`src/rtl/maze_walker.sv`:
```
// rtl/maze_walker.sv - player-navigation core for the FPGA maze game
//
// Holds the player position on a COLS x ROWS grid. It accepts one direction
// request per two cycles through a valid/ready handshake, checks the target
// cell against the grid bounds and the wall bitmap, counts committed moves
// and detects arrival at the goal cell.
//
// Build option: define MAZE_WRAP_EN to make the grid edges wrap toroidally.
// The wrapped cell is still wall-checked.
//
// Ports:
//   clk        system clock; all state changes on the rising edge
//   rst        asynchronous active-low reset
//   start      begin or restart a game; has priority in every state
//   dir_valid  direction request valid
//   dir        0=up (y-1), 1=down (y+1), 2=left (x-1), 3=right (x+1)
//   dir_ready  high only in PLAY; a request is accepted on dir_valid && dir_ready
//   wall_map   one bit per cell at index y*COLS+x; 1 = wall
//   pos_x      current column
//   pos_y      current row
//   step_cnt   committed moves this game; saturates at all-ones
//   moved      registered one-cycle pulse: a move was committed
//   bump       registered one-cycle pulse: a move was rejected
//   won        high while in WON
//   playing    high while in PLAY or CHECK
module maze_walker #(
  parameter int COLS    = 16,
  parameter int ROWS    = 12,
  parameter int START_X = 0,
  parameter int START_Y = 0,
  parameter int GOAL_X  = COLS - 1,
  parameter int GOAL_Y  = ROWS - 1,
  parameter int STEP_W  = 16
) (
  input  logic                     clk,
  input  logic                     rst,
  input  logic                     start,
  input  logic                     dir_valid,
  input  logic [1:0]               dir,
  output logic                     dir_ready,
  input  logic [COLS*ROWS-1:0]     wall_map,
  output logic [$clog2(COLS)-1:0]  pos_x,
  output logic [$clog2(ROWS)-1:0]  pos_y,
  output logic [STEP_W-1:0]        step_cnt,
  output logic                     moved,
  output logic                     bump,
  output logic                     won,
  output logic                     playing
);

  localparam int XW = $clog2(COLS);
  localparam int YW = $clog2(ROWS);
  localparam int IW = $clog2(COLS * ROWS);

  typedef enum logic [1:0] {
    IDLE  = 2'd0,
    PLAY  = 2'd1,
    CHECK = 2'd2,
    WON   = 2'd3
  } state_t;

  state_t              state, state_d;
  logic [XW-1:0]       pos_x_d, tgt_x, tgt_x_d, nx;
  logic [YW-1:0]       pos_y_d, tgt_y, tgt_y_d, ny;
  logic [STEP_W-1:0]   step_d;
  logic                moved_d, bump_d;
  logic                oob, oob_d, n_oob, at_edge;
  logic [IW-1:0]       widx;
  logic                wall_hit;

  assign dir_ready = (state == PLAY);
  assign won       = (state == WON);
  assign playing   = (state == PLAY) || (state == CHECK);

  // Candidate target for the current position and requested direction.
  // The wrapped coordinate is always computed; whether an edge crossing is
  // a bump or a legal wrap is decided by the build option.
  always_comb begin
    nx      = pos_x;
    ny      = pos_y;
    at_edge = 1'b0;
    case (dir)
      2'd0: begin
        at_edge = (pos_y == '0);
        ny      = at_edge ? YW'(ROWS - 1) : pos_y - 1'b1;
      end
      2'd1: begin
        at_edge = (pos_y == YW'(ROWS - 1));
        ny      = at_edge ? '0 : pos_y + 1'b1;
      end
      2'd2: begin
        at_edge = (pos_x == '0);
        nx      = at_edge ? XW'(COLS - 1) : pos_x - 1'b1;
      end
      default: begin
        at_edge = (pos_x == XW'(COLS - 1));
        nx      = at_edge ? '0 : pos_x + 1'b1;
      end
    endcase
`ifdef MAZE_WRAP_EN
    n_oob = 1'b0;
`else
    n_oob = at_edge;
`endif
  end

  // The wall bitmap is only looked at while resolving a registered target.
  assign widx     = IW'(tgt_y) * IW'(COLS) + IW'(tgt_x);
  assign wall_hit = wall_map[widx];

  always_comb begin
    state_d = state;
    pos_x_d = pos_x;
    pos_y_d = pos_y;
    step_d  = step_cnt;
    tgt_x_d = tgt_x;
    tgt_y_d = tgt_y;
    oob_d   = oob;
    moved_d = 1'b0;
    bump_d  = 1'b0;
    if (start) begin
      // Restart wins over a simultaneous handshake and over a pending CHECK.
      state_d = PLAY;
      pos_x_d = XW'(START_X);
      pos_y_d = YW'(START_Y);
      step_d  = '0;
    end else begin
      case (state)
        PLAY: begin
          if (dir_valid) begin
            tgt_x_d = nx;
            tgt_y_d = ny;
            oob_d   = n_oob;
            state_d = CHECK;
          end
        end
        CHECK: begin
          if (oob || wall_hit) begin
            bump_d  = 1'b1;
            state_d = PLAY;
          end else begin
            moved_d = 1'b1;
            pos_x_d = tgt_x;
            pos_y_d = tgt_y;
            if (step_cnt != '1) step_d = step_cnt + 1'b1;
            if (tgt_x == XW'(GOAL_X) && tgt_y == YW'(GOAL_Y)) state_d = WON;
            else                                              state_d = PLAY;
          end
        end
        default: ;
      endcase
    end
  end

  always_ff @(posedge clk or negedge rst) begin
    if (!rst) begin
      state    <= IDLE;
      pos_x    <= XW'(START_X);
      pos_y    <= YW'(START_Y);
      step_cnt <= '0;
      tgt_x    <= '0;
      tgt_y    <= '0;
      oob      <= 1'b0;
      moved    <= 1'b0;
      bump     <= 1'b0;
    end else begin
      state    <= state_d;
      pos_x    <= pos_x_d;
      pos_y    <= pos_y_d;
      step_cnt <= step_d;
      tgt_x    <= tgt_x_d;
      tgt_y    <= tgt_y_d;
      oob      <= oob_d;
      moved    <= moved_d;
      bump     <= bump_d;
    end
  end

endmodule
```
`config.mk`:
```
export PLATFORM = sky130hd
export DESIGN_NAME = maze_walker
export DESIGN_NICKNAME = d
export VERILOG_FILES = /design/src/rtl/maze_walker.sv
export SDC_FILE = /design/constraint.sdc
export NUM_CORES = 1
export LEC_CHECK = 0
export BUFFER_PORTS_ARGS = -buffer_cell sky130_fd_sc_hd__clkbuf_2
export CAP_MARGIN = 20
export CORE_MARGIN = 4
export CORE_UTILIZATION = 40
export DETAILED_ROUTE_END_ITERATION = 8
export PLACE_DENSITY = 0.79
export SYNTH_ARGS = -nofsm -noshare
export SYNTH_HDL_FRONTEND = slang
export SYNTH_SLANG_ARGS = --single-unit
export TNS_END_PERCENT = 100
```
`constraint.sdc`:
```
create_clock -name clk -period 2.9 [get_ports clk]
set_clock_uncertainty 0.05 [all_clocks]
set_input_delay 0.435 -clock clk [delete_from_list [all_inputs] [get_ports clk]]
set_output_delay 0.435 -clock clk [all_outputs]
set_load 0.005 [all_outputs]
```
==> run_summary.xml, run 1 <==
<?xml version="1.0" encoding="UTF-8"?>
<metrics>
  <group name="synthesis">
    <metric name="synth.net_count" unit="">626</metric>
    <metric name="syn_avg_cell_area" unit="µm²">9.354</metric>
    <metric name="postSynth.topFlopCell" unit="">sky130_fd_sc_hd__dfrtp_1</metric>
    <metric name="ys_types" unit="">58</metric>
    <metric name="ys_async_sr_fraction" unit="%">100.0</metric>
    <metric name="post_synth_inst_count" unit="">420</metric>
    <metric name="netlist_top_cells_area" unit="">sky130_fd_sc_hd__dfrtp_1 24%, sky130_fd_sc_hd__mux4_2 16%, sky130_fd_sc_hd__mux2_2 7.2%</metric>
    <metric name="synth-edff-count" unit="">0</metric>
    <metric name="synth.yosys.seq_area_share" unit="%">23.57</metric>
    <metric name="postSynthRegisterBits" unit="">37</metric>
    <metric name="synth_top_family_by_area" unit="">multiplexers</metric>
    <metric name="yosys.area_share.adder" unit="%">2.548</metric>
    <metric name="synth-warning-count" unit="">0</metric>
    <metric name="synth_top_cell_area_share" unit="%">23.57</metric>
    <metric name="synth_mux_area_share" unit="%">32.77</metric>
    <metric name="synthDominantAreaCellType" unit="">sky130_fd_sc_hd__dfrtp_1</metric>
    <metric name="complex_gate_fraction_of_the_synthesized_area" unit="%">16.78</metric>
    <metric name="syn_area" unit="µm²">3929</metric>
    <metric name="yosys.area_share.simple" unit="%">17.20</metric>
    <metric name="synth_xor_area_share" unit="%">1.115</metric>
  </group>
  <group name="setup_path">
    <metric name="crit_type" unit="">reg2reg</metric>
    <metric name="launch_instance_of_the_worst_register_to_register_path" unit="">tgt_x[0]$_DFFE_PN0P_</metric>
    <metric name="cell_count_of_the_worst_reg_to_reg_path" unit="">11</metric>
    <metric name="cp.arrival" unit="ns">3.38</metric>
    <metric name="cp.required" unit="ns">3.05</metric>
    <metric name="cp-end-kind" unit="">register</metric>
    <metric name="reg2reg_setup_slack" unit="ns">-0.33</metric>
    <metric name="setup.worst_path.start_class" unit="">register</metric>
    <metric name="crit_path_max_fanout" unit="">11</metric>
    <metric name="worstReg2RegEnd" unit="">step_cnt[13]$_DFFE_PN0P_</metric>
  </group>
  <group name="route">
    <metric name="wl_per_cell" unit="µm">18.33</metric>
    <metric name="drt_iter0_markers" unit="">363</metric>
    <metric name="routed_via_density" unit="">5.592</metric>
    <metric name="drcViolationCount" unit="">0</metric>
    <metric name="routed_wirelength" unit="µm">14590</metric>
    <metric name="drtPass1Iterations" unit="">5</metric>
    <metric name="vias" unit="">4451</metric>
    <metric name="drtAntennaViolNets" unit="">0</metric>
  </group>
  <group name="die">
    <metric name="floorplan.initialDensity" unit="%">41.73</metric>
    <metric name="die_footprint" unit="µm²">11470</metric>
    <metric name="fp.dieH" unit="µm">107.1</metric>
    <metric name="row_count" unit="">35</metric>
    <metric name="boundaryPins" unit="">227</metric>
    <metric name="floorplan.die.width" unit="µm">107.1</metric>
    <metric name="core_area" unit="µm²">9415</metric>
  </group>
  <group name="timing">
    <metric name="setup-violations-final" unit="">25</metric>
    <metric name="achievable-frequency" unit="MHz">310.0</metric>
    <metric name="timing.slew.headroom" unit="%">37.36</metric>
    <metric name="rsz_0062_raised_after_global_routing" unit="">yes</metric>
    <metric name="report.final.slew_viol_count" unit="">0</metric>
    <metric name="finalSetupTns" unit="ns">-5.611</metric>
    <metric name="worstMarginPinSlew" unit="ns">0.9395</metric>
    <metric name="postLayoutSetupSlackWorst" unit="ns">-0.3257</metric>
    <metric name="timing.hold.ws" unit="ns">0.2375</metric>
    <metric name="timing.final.hold_violations" unit="">0</metric>
    <metric name="final.period_utilization" unit="%">111.2</metric>
    <metric name="final.min_clock_period" unit="ns">3.226</metric>
  </group>
  <group name="placement">
    <metric name="preCtsSetupSlack" unit="ns">-0.3453</metric>
    <metric name="gpl.final_weighted_congestion" unit="">0.9079</metric>
    <metric name="number_of_i_o_port_buffers" unit="">226</metric>
    <metric name="dp.cells" unit="">775</metric>
    <metric name="dp.final_hpwl" unit="µm">11870</metric>
  </group>
  <group name="layout">
    <metric name="count_of_inserted_antenna_diode_cells" unit="">0</metric>
    <metric name="area.sequential" unit="µm²">929.6</metric>
    <metric name="fillCellCount" unit="">806</metric>
    <metric name="areaGrowthSynthToFinish" unit="%">46.24</metric>
    <metric name="area_used_by_multi_input_combinational_logic" unit="µm²">2884</metric>
    <metric name="drive_above_1_share" unit="%">54.12</metric>
    <metric name="nNetsFinal" unit="">872</metric>
    <metric name="stdcell_count" unit="">796</metric>
  </group>
  <group name="clocking">
    <metric name="ctsHtreeMaxLevel" unit="">2</metric>
    <metric name="cts.sinks" unit="">37</metric>
    <metric name="cts-root-buf" unit="">sky130_fd_sc_hd__clkbuf_8</metric>
    <metric name="cts_tree" unit="">yes</metric>
    <metric name="max-clock-path-buffers" unit="">2</metric>
    <metric name="clkLatencyLatePin" unit="ns">0.28</metric>
    <metric name="path_clk_slew" unit="ns">0.07</metric>
    <metric name="cts_made_buffers" unit="">5</metric>
  </group>
  <group name="global_route">
    <metric name="grt_pass1_wl" unit="µm">22510</metric>
    <metric name="largest_net_degree_at_the_start_of_global_routing" unit="">38</metric>
    <metric name="overflow" unit="">0</metric>
    <metric name="number_of_global_route_vias_before_repair" unit="">4516</metric>
    <metric name="grt_antenna_before_repair" unit="">0</metric>
    <metric name="grt_use_total" unit="%">24.37</metric>
  </group>
  <group name="pwr">
    <metric name="power_density" unit="nW/µm²">476.4</metric>
    <metric name="ir_worst_vdd" unit="µV">282.2</metric>
    <metric name="p_leak" unit="µW">0.002665</metric>
    <metric name="fin_total_pwr" unit="µW">2737</metric>
  </group>
  <group name="run_status">
    <metric name="failing_checks" unit="">setup timing</metric>
    <metric name="outcome" unit="">complete, but fails checks</metric>
  </group>
  <group name="flow_run">
    <metric name="maxCapViolCount" unit="">0</metric>
  </group>
  <group name="min_path">
    <metric name="hold_path_class" unit="">in2async</metric>
  </group>
</metrics>
-- synth_stat cells, types with 3 or more instances --
cell                       number
sky130_fd_sc_hd__a222oi_1       4
sky130_fd_sc_hd__mux2i_1       27
sky130_fd_sc_hd__nor3_1         5
sky130_fd_sc_hd__mux4_2        28
sky130_fd_sc_hd__o31ai_1        9
sky130_fd_sc_hd__nor4_1         8
sky130_fd_sc_hd__xnor2_1        3
sky130_fd_sc_hd__and3_1         3
sky130_fd_sc_hd__a21oi_1       37
sky130_fd_sc_hd__nand3b_1       4
sky130_fd_sc_hd__nand2_1       43
sky130_fd_sc_hd__a22oi_1        8
sky130_fd_sc_hd__a311oi_1       3
sky130_fd_sc_hd__nor2_1        28
sky130_fd_sc_hd__o21ai_0       12
sky130_fd_sc_hd__ha_1           8
sky130_fd_sc_hd__nand3_1       13
sky130_fd_sc_hd__mux4_1         4
sky130_fd_sc_hd__clkbuf_1      20
sky130_fd_sc_hd__or4_1          6
sky130_fd_sc_hd__nand2b_1       5
sky130_fd_sc_hd__buf_2          8
sky130_fd_sc_hd__nor2b_1       10
sky130_fd_sc_hd__mux2_2        25
sky130_fd_sc_hd__buf_1          4
sky130_fd_sc_hd__or2_2          4
sky130_fd_sc_hd__a211oi_1       4
sky130_fd_sc_hd__dfrtp_1       37
sky130_fd_sc_hd__inv_1         14
-- critical path: stages, from the launching register on --
cell and delay, ns:
sky130_fd_sc_hd__dfrtp_4 0.52, sky130_fd_sc_hd__buf_12 0.15, sky130_fd_sc_hd__buf_12 0.12, sky130_fd_sc_hd__mux4_2 0.43, sky130_fd_sc_hd__mux2i_2 0.24, sky130_fd_sc_hd__a221oi_1 0.13, sky130_fd_sc_hd__a211o_1 0.33, sky130_fd_sc_hd__a21oi_2 0.18
sky130_fd_sc_hd__nand3_2 0.14, sky130_fd_sc_hd__buf_12 0.18, sky130_fd_sc_hd__or4b_1 0.51, sky130_fd_sc_hd__a21oi_1 0.17
-- per-layer routing --
layer | GRT usage, % | vias up | share of wire, %
met5 | 0 | - | 0
met4 | 4.201 | 0 | 1.2
met3 | 4.455 | 16 | 7.8
met2 | 42.40 | 205 | 50
met1 | 31.97 | 2134 | 41
li1 | - | 2096 | -
-- worst max-delay path by stage --
stage / to / startpoint / cells after the start / slack [ns]
final: step_cnt[13]$_DFFE_PN0P_ / tgt_x[0]$_DFFE_PN0P_ / 11 / -0.33
after global routing: step_cnt[13]$_DFFE_PN0P_ / tgt_x[0]$_DFFE_PN0P_ / 9 / -0.45
after CTS: step_cnt[7]$_DFFE_PN0P_ / tgt_x[0]$_DFFE_PN0P_ / 9 / -0.25
after detailed placement: step_cnt[7]$_DFFE_PN0P_ / tgt_x[0]$_DFFE_PN0P_ / 10 / -0.35
after global placement: step_cnt[7]$_DFFE_PN0P_ / tgt_x[0]$_DFFE_PN0P_ / 10 / -0.27
after floorplan: step_cnt[7]$_DFFE_PN0P_ / tgt_x[0]$_DFFE_PN0P_ / 10 / -0.08
-- flip-flops by register name, summed over array words and instances, names as in the netlist --
| signal | count |
|---|---|
| bump | 1 |
| step_cnt | 16 |
| state | 2 |
| pos_x | 4 |
| tgt_y | 4 |
| oob | 1 |
| pos_y | 4 |
| moved | 1 |
| tgt_x | 4 |
-- placed cells by master (no fill, tap or decap), types with 5 or more instances in the layout --
| master | n |
|---|---|
| sky130_fd_sc_hd__a21oi_1 | 34 |
| sky130_fd_sc_hd__a22oi_1 | 8 |
| sky130_fd_sc_hd__buf_12 | 7 |
| sky130_fd_sc_hd__buf_4 | 34 |
| sky130_fd_sc_hd__buf_6 | 6 |
| sky130_fd_sc_hd__clkbuf_2 | 226 |
| sky130_fd_sc_hd__clkbuf_8 | 5 |
| sky130_fd_sc_hd__dfrtp_1 | 36 |
| sky130_fd_sc_hd__ha_1 | 8 |
| sky130_fd_sc_hd__inv_1 | 14 |
| sky130_fd_sc_hd__mux2_2 | 23 |
| sky130_fd_sc_hd__mux2i_1 | 26 |
| sky130_fd_sc_hd__mux4_2 | 28 |
| sky130_fd_sc_hd__nand2_1 | 42 |
| sky130_fd_sc_hd__nand2b_1 | 5 |
| sky130_fd_sc_hd__nand3_1 | 13 |
| sky130_fd_sc_hd__nor2_1 | 28 |
| sky130_fd_sc_hd__nor2b_1 | 10 |
| sky130_fd_sc_hd__o21ai_0 | 11 |
| sky130_fd_sc_hd__o31ai_1 | 9 |
| sky130_fd_sc_hd__or4_1 | 6 |
-- cell type report --
class,instances,share of cell area (%)
flip-flops and latches,37,16.18
well taps,129,2.809
repair buffers,275,28.44
multi-input cells,332,50.20
inverters,15,0.9800
clock buffers,8,1.394
-- repair_timing --
| action | CTS | global route |
|---|---|---|
| setup endpoints to repair | 24 | 25 |
| pin swaps | 1 | 4 |
| buffers inserted | 5 | 6 |
| hold buffers | 0 | 0 |
| cloned | 0 | 2 |
| gates resized for setup | 6 | 20 |
-- cell families after synthesis --
group                      Yosys count
and+or+nand+nor                    136
AOI/OAI and AO/OA                   99
xor gates and xnor gates             5
DFF                                 37
adders and majority gates            8
muxes                               84
buffers and inverters               51
-- metrics by stage --
stage	util [%]	cell area, µm²
5_1_grt	61.02	5746
2_1_floorplan	-	3974
4_1_cts	59.23	5577
3_3_place_gp	57.38	5403
3_5_place_dp	57.38	5403
6_report	61.02	5746
-- power by group --
part	internal [µW]	leakage, µW	switching [µW]	total [µW]
sequential	567	0.000495	87.4	654
combinational	983	0.00213	759	1740
clock	171	0.0000395	170	341
total	1720	0.00266	1020	2740
No activity file was read; power rests on OpenSTA's default activity.
==> run 2, diff against run 1 <==
Settings changed: CORE_UTILIZATION 40 to 35, CTS_CLUSTER_SIZE set to 40, PLACE_DENSITY 0.79 to 0.71.
==> run_summary.xml, run 2 (synthesis gave the netlist of run 1 again) <==
<?xml version="1.0" encoding="UTF-8"?>
<metrics>
  <group name="clocking">
    <metric name="cts_hold_buffers" unit="">0</metric>
    <metric name="cts_made_buffers" unit="">5</metric>
    <metric name="max-clock-path-buffers" unit="">2</metric>
    <metric name="ctsHtreeMaxLevel" unit="">2</metric>
    <metric name="cts-root-buf" unit="">sky130_fd_sc_hd__clkbuf_16</metric>
    <metric name="clkLatencyLatePin" unit="ns">0.28</metric>
    <metric name="path_clk_slew" unit="ns">0.06</metric>
    <metric name="cts_tree" unit="">yes</metric>
    <metric name="cts.sinks" unit="">37</metric>
  </group>
  <group name="timing">
    <metric name="setup-violations-final" unit="">15</metric>
    <metric name="report.final.slew_viol_count" unit="">0</metric>
    <metric name="rsz_0062_raised_after_global_routing" unit="">yes</metric>
    <metric name="timing.slew.headroom" unit="%">55.29</metric>
    <metric name="final.period_utilization" unit="%">109.0</metric>
    <metric name="worstMarginPinSlew" unit="ns">0.6706</metric>
    <metric name="final.min_clock_period" unit="ns">3.162</metric>
    <metric name="achievable-frequency" unit="MHz">316.3</metric>
    <metric name="timing.final.hold_violations" unit="">0</metric>
    <metric name="timing.hold.ws" unit="ns">0.1305</metric>
    <metric name="postLayoutSetupSlackWorst" unit="ns">-0.2617</metric>
    <metric name="finalSetupTns" unit="ns">-2.991</metric>
  </group>
  <group name="layout">
    <metric name="drive_above_1_share" unit="%">52.91</metric>
    <metric name="largest_reg_flops" unit="">16</metric>
    <metric name="mostFrequentLayoutCells" unit="">226 x sky130_fd_sc_hd__clkbuf_2, 42 x sky130_fd_sc_hd__nand2_1, 36 x sky130_fd_sc_hd__dfrtp_1</metric>
    <metric name="areaGrowthSynthToFinish" unit="%">43.12</metric>
    <metric name="nNetsFinal" unit="">859</metric>
    <metric name="final_common_cell" unit="">sky130_fd_sc_hd__clkbuf_2</metric>
    <metric name="largest-register" unit="">step_cnt</metric>
    <metric name="count_of_inserted_antenna_diode_cells" unit="">0</metric>
    <metric name="stdcell_area" unit="µm²">5623</metric>
  </group>
  <group name="die">
    <metric name="row_count" unit="">38</metric>
    <metric name="die_footprint" unit="µm²">12980</metric>
    <metric name="fp.dieH" unit="µm">114.0</metric>
    <metric name="boundaryPins" unit="">227</metric>
    <metric name="core_area" unit="µm²">10940</metric>
    <metric name="floorplan.initialDensity" unit="%">35.93</metric>
    <metric name="floorplan.die.width" unit="µm">114.0</metric>
  </group>
  <group name="setup_path">
    <metric name="critPathTopFamily" unit="">multiplexers</metric>
    <metric name="launch_instance_of_the_worst_register_to_register_path" unit="">tgt_x[0]$_DFFE_PN0P_</metric>
    <metric name="crit_path_max_fanout" unit="">21</metric>
    <metric name="cp.arrival" unit="ns">3.30</metric>
    <metric name="slowest_delay" unit="ns">0.51</metric>
    <metric name="crit_type" unit="">reg2reg</metric>
    <metric name="cp-end-kind" unit="">register</metric>
    <metric name="worstReg2RegEnd" unit="">step_cnt[4]$_DFFE_PN0P_</metric>
    <metric name="setup.worst_path.start_class" unit="">register</metric>
    <metric name="reg2reg_setup_slack" unit="ns">-0.26</metric>
    <metric name="critPathBufInv" unit="">2</metric>
    <metric name="cell_count_of_the_worst_reg_to_reg_path" unit="">9</metric>
    <metric name="crit_slowest_cell" unit="">sky130_fd_sc_hd__dfrtp_4</metric>
    <metric name="cp.required" unit="ns">3.04</metric>
    <metric name="path_cells" unit="">buf_12, mux4_2, mux4_2, a211o_1, a21oi_2, nand3_2, buf_12, or4_1, a21oi_1</metric>
  </group>
  <group name="pwr">
    <metric name="switching_share_of_power" unit="%">36.47</metric>
    <metric name="p_leak" unit="µW">0.002594</metric>
    <metric name="power_density" unit="nW/µm²">494.1</metric>
    <metric name="cell_internal_pwr" unit="µW">1765</metric>
    <metric name="ir_worst_vdd" unit="µV">318.5</metric>
    <metric name="comb_power_share" unit="%">58.2</metric>
    <metric name="clkPwrFrac" unit="%">18.8</metric>
    <metric name="seq_power_share" unit="%">23.0</metric>
    <metric name="power.switching" unit="µW">1013</metric>
  </group>
  <group name="placement">
    <metric name="dp.final_hpwl" unit="µm">12330</metric>
    <metric name="place_area" unit="µm²">5414</metric>
    <metric name="number_of_i_o_port_buffers" unit="">226</metric>
    <metric name="gpl.final_weighted_congestion" unit="">0.9175</metric>
  </group>
  <group name="route">
    <metric name="routed_wirelength" unit="µm">14680</metric>
    <metric name="wl_per_cell" unit="µm">18.49</metric>
    <metric name="drtPass1Iterations" unit="">5</metric>
    <metric name="drcViolationCount" unit="">0</metric>
    <metric name="routed_via_density" unit="">5.582</metric>
    <metric name="vias" unit="">4432</metric>
    <metric name="drtAntennaViolNets" unit="">0</metric>
    <metric name="drt_iter0_markers" unit="">322</metric>
  </group>
  <group name="global_route">
    <metric name="largest_net_degree_at_the_start_of_global_routing" unit="">35</metric>
    <metric name="grt_antenna_before_repair" unit="">0</metric>
    <metric name="overflow" unit="">0</metric>
    <metric name="grt_pass1_wl" unit="µm">22690</metric>
    <metric name="number_of_global_route_vias_before_repair" unit="">4501</metric>
    <metric name="grt_use_total" unit="%">21.63</metric>
  </group>
  <group name="flow_run">
    <metric name="maxCapViolCount" unit="">0</metric>
  </group>
  <group name="min_path">
    <metric name="hold_path_class" unit="">in2async</metric>
  </group>
  <group name="run_status">
    <metric name="outcome" unit="">complete, but fails checks</metric>
    <metric name="failing_checks" unit="">setup timing</metric>
  </group>
</metrics>
==> run 2: changes by cell type in the layout (fill, tap and decap cells not counted), sizes merged <==
cell | before | now
buf | 48 | 36
clkbuf | 235 | 233
clkinvlp | 0 | 1
==> run 2: how the worst max path moves through the flow <==
stage,start,to,slack (ns),depth (start not counted)
floorplan,tgt_x[0]$_DFFE_PN0P_,step_cnt[7]$_DFFE_PN0P_,-0.08,10
global placement,tgt_x[0]$_DFFE_PN0P_,step_cnt[13]$_DFFE_PN0P_,-0.24,10
detailed placement,tgt_x[0]$_DFFE_PN0P_,step_cnt[7]$_DFFE_PN0P_,-0.32,10
CTS,tgt_x[0]$_DFFE_PN0P_,step_cnt[4]$_DFFE_PN0P_,-0.25,9
global route,tgt_x[0]$_DFFE_PN0P_,step_cnt[6]$_DFFE_PN0P_,-0.34,10
finish,tgt_x[0]$_DFFE_PN0P_,step_cnt[4]$_DFFE_PN0P_,-0.26,9
==> run 2: metal layers <==
layer  vias up  track usage [%]  routed length [µm]
li1       2081                -                   -
met1      2145            27.49                6016
met2       184            39.07                7469
met3        22            2.865                 993
met4         0            4.751                 202
met5         -                0                   0
==> run 2: layout make-up <==
type                       instances  area, µm²
clock buffer                       7      132.6
clock inverter                     1      7.507
fill                             991       5313
inverter                          15      56.30
multi-input combinational        332       2838
sequential                        37      929.6
tap                              140      175.2
timing repair buffer             262       1484
==> run 2: per-stage QoR <==
step / instances / setup WS, ns / power [µW] / util [%]
global route: 794 / -0.3373 / 2962 / 51.42
global placement: 784 / -0.2410 / 2172 / 49.51
detailed placement: 784 / -0.3151 / 2206 / 49.51
floorplan: 420 / -0.08446 / 1686 / -
CTS: 794 / -0.2537 / 2780 / 51.22
finish: 794 / -0.2617 / 2778 / 51.42
==> run 2: power groups by stage <==
stage          combinational, µW  sequential [µW]  clock, µW
3_3_place_gp                1510              657          0
4_1_cts                     1610              637        531
2_1_floorplan               1070              617          0
5_1_grt                     1760              648        553
6_report                    1620              639        522
3_5_place_dp                1540              662          0
==> run 2: repair_timing <==
action,CTS,global route
buffers inserted,2,0
endpoints found under the setup margin,24,24
resized for setup,7,7
pin swaps,1,3
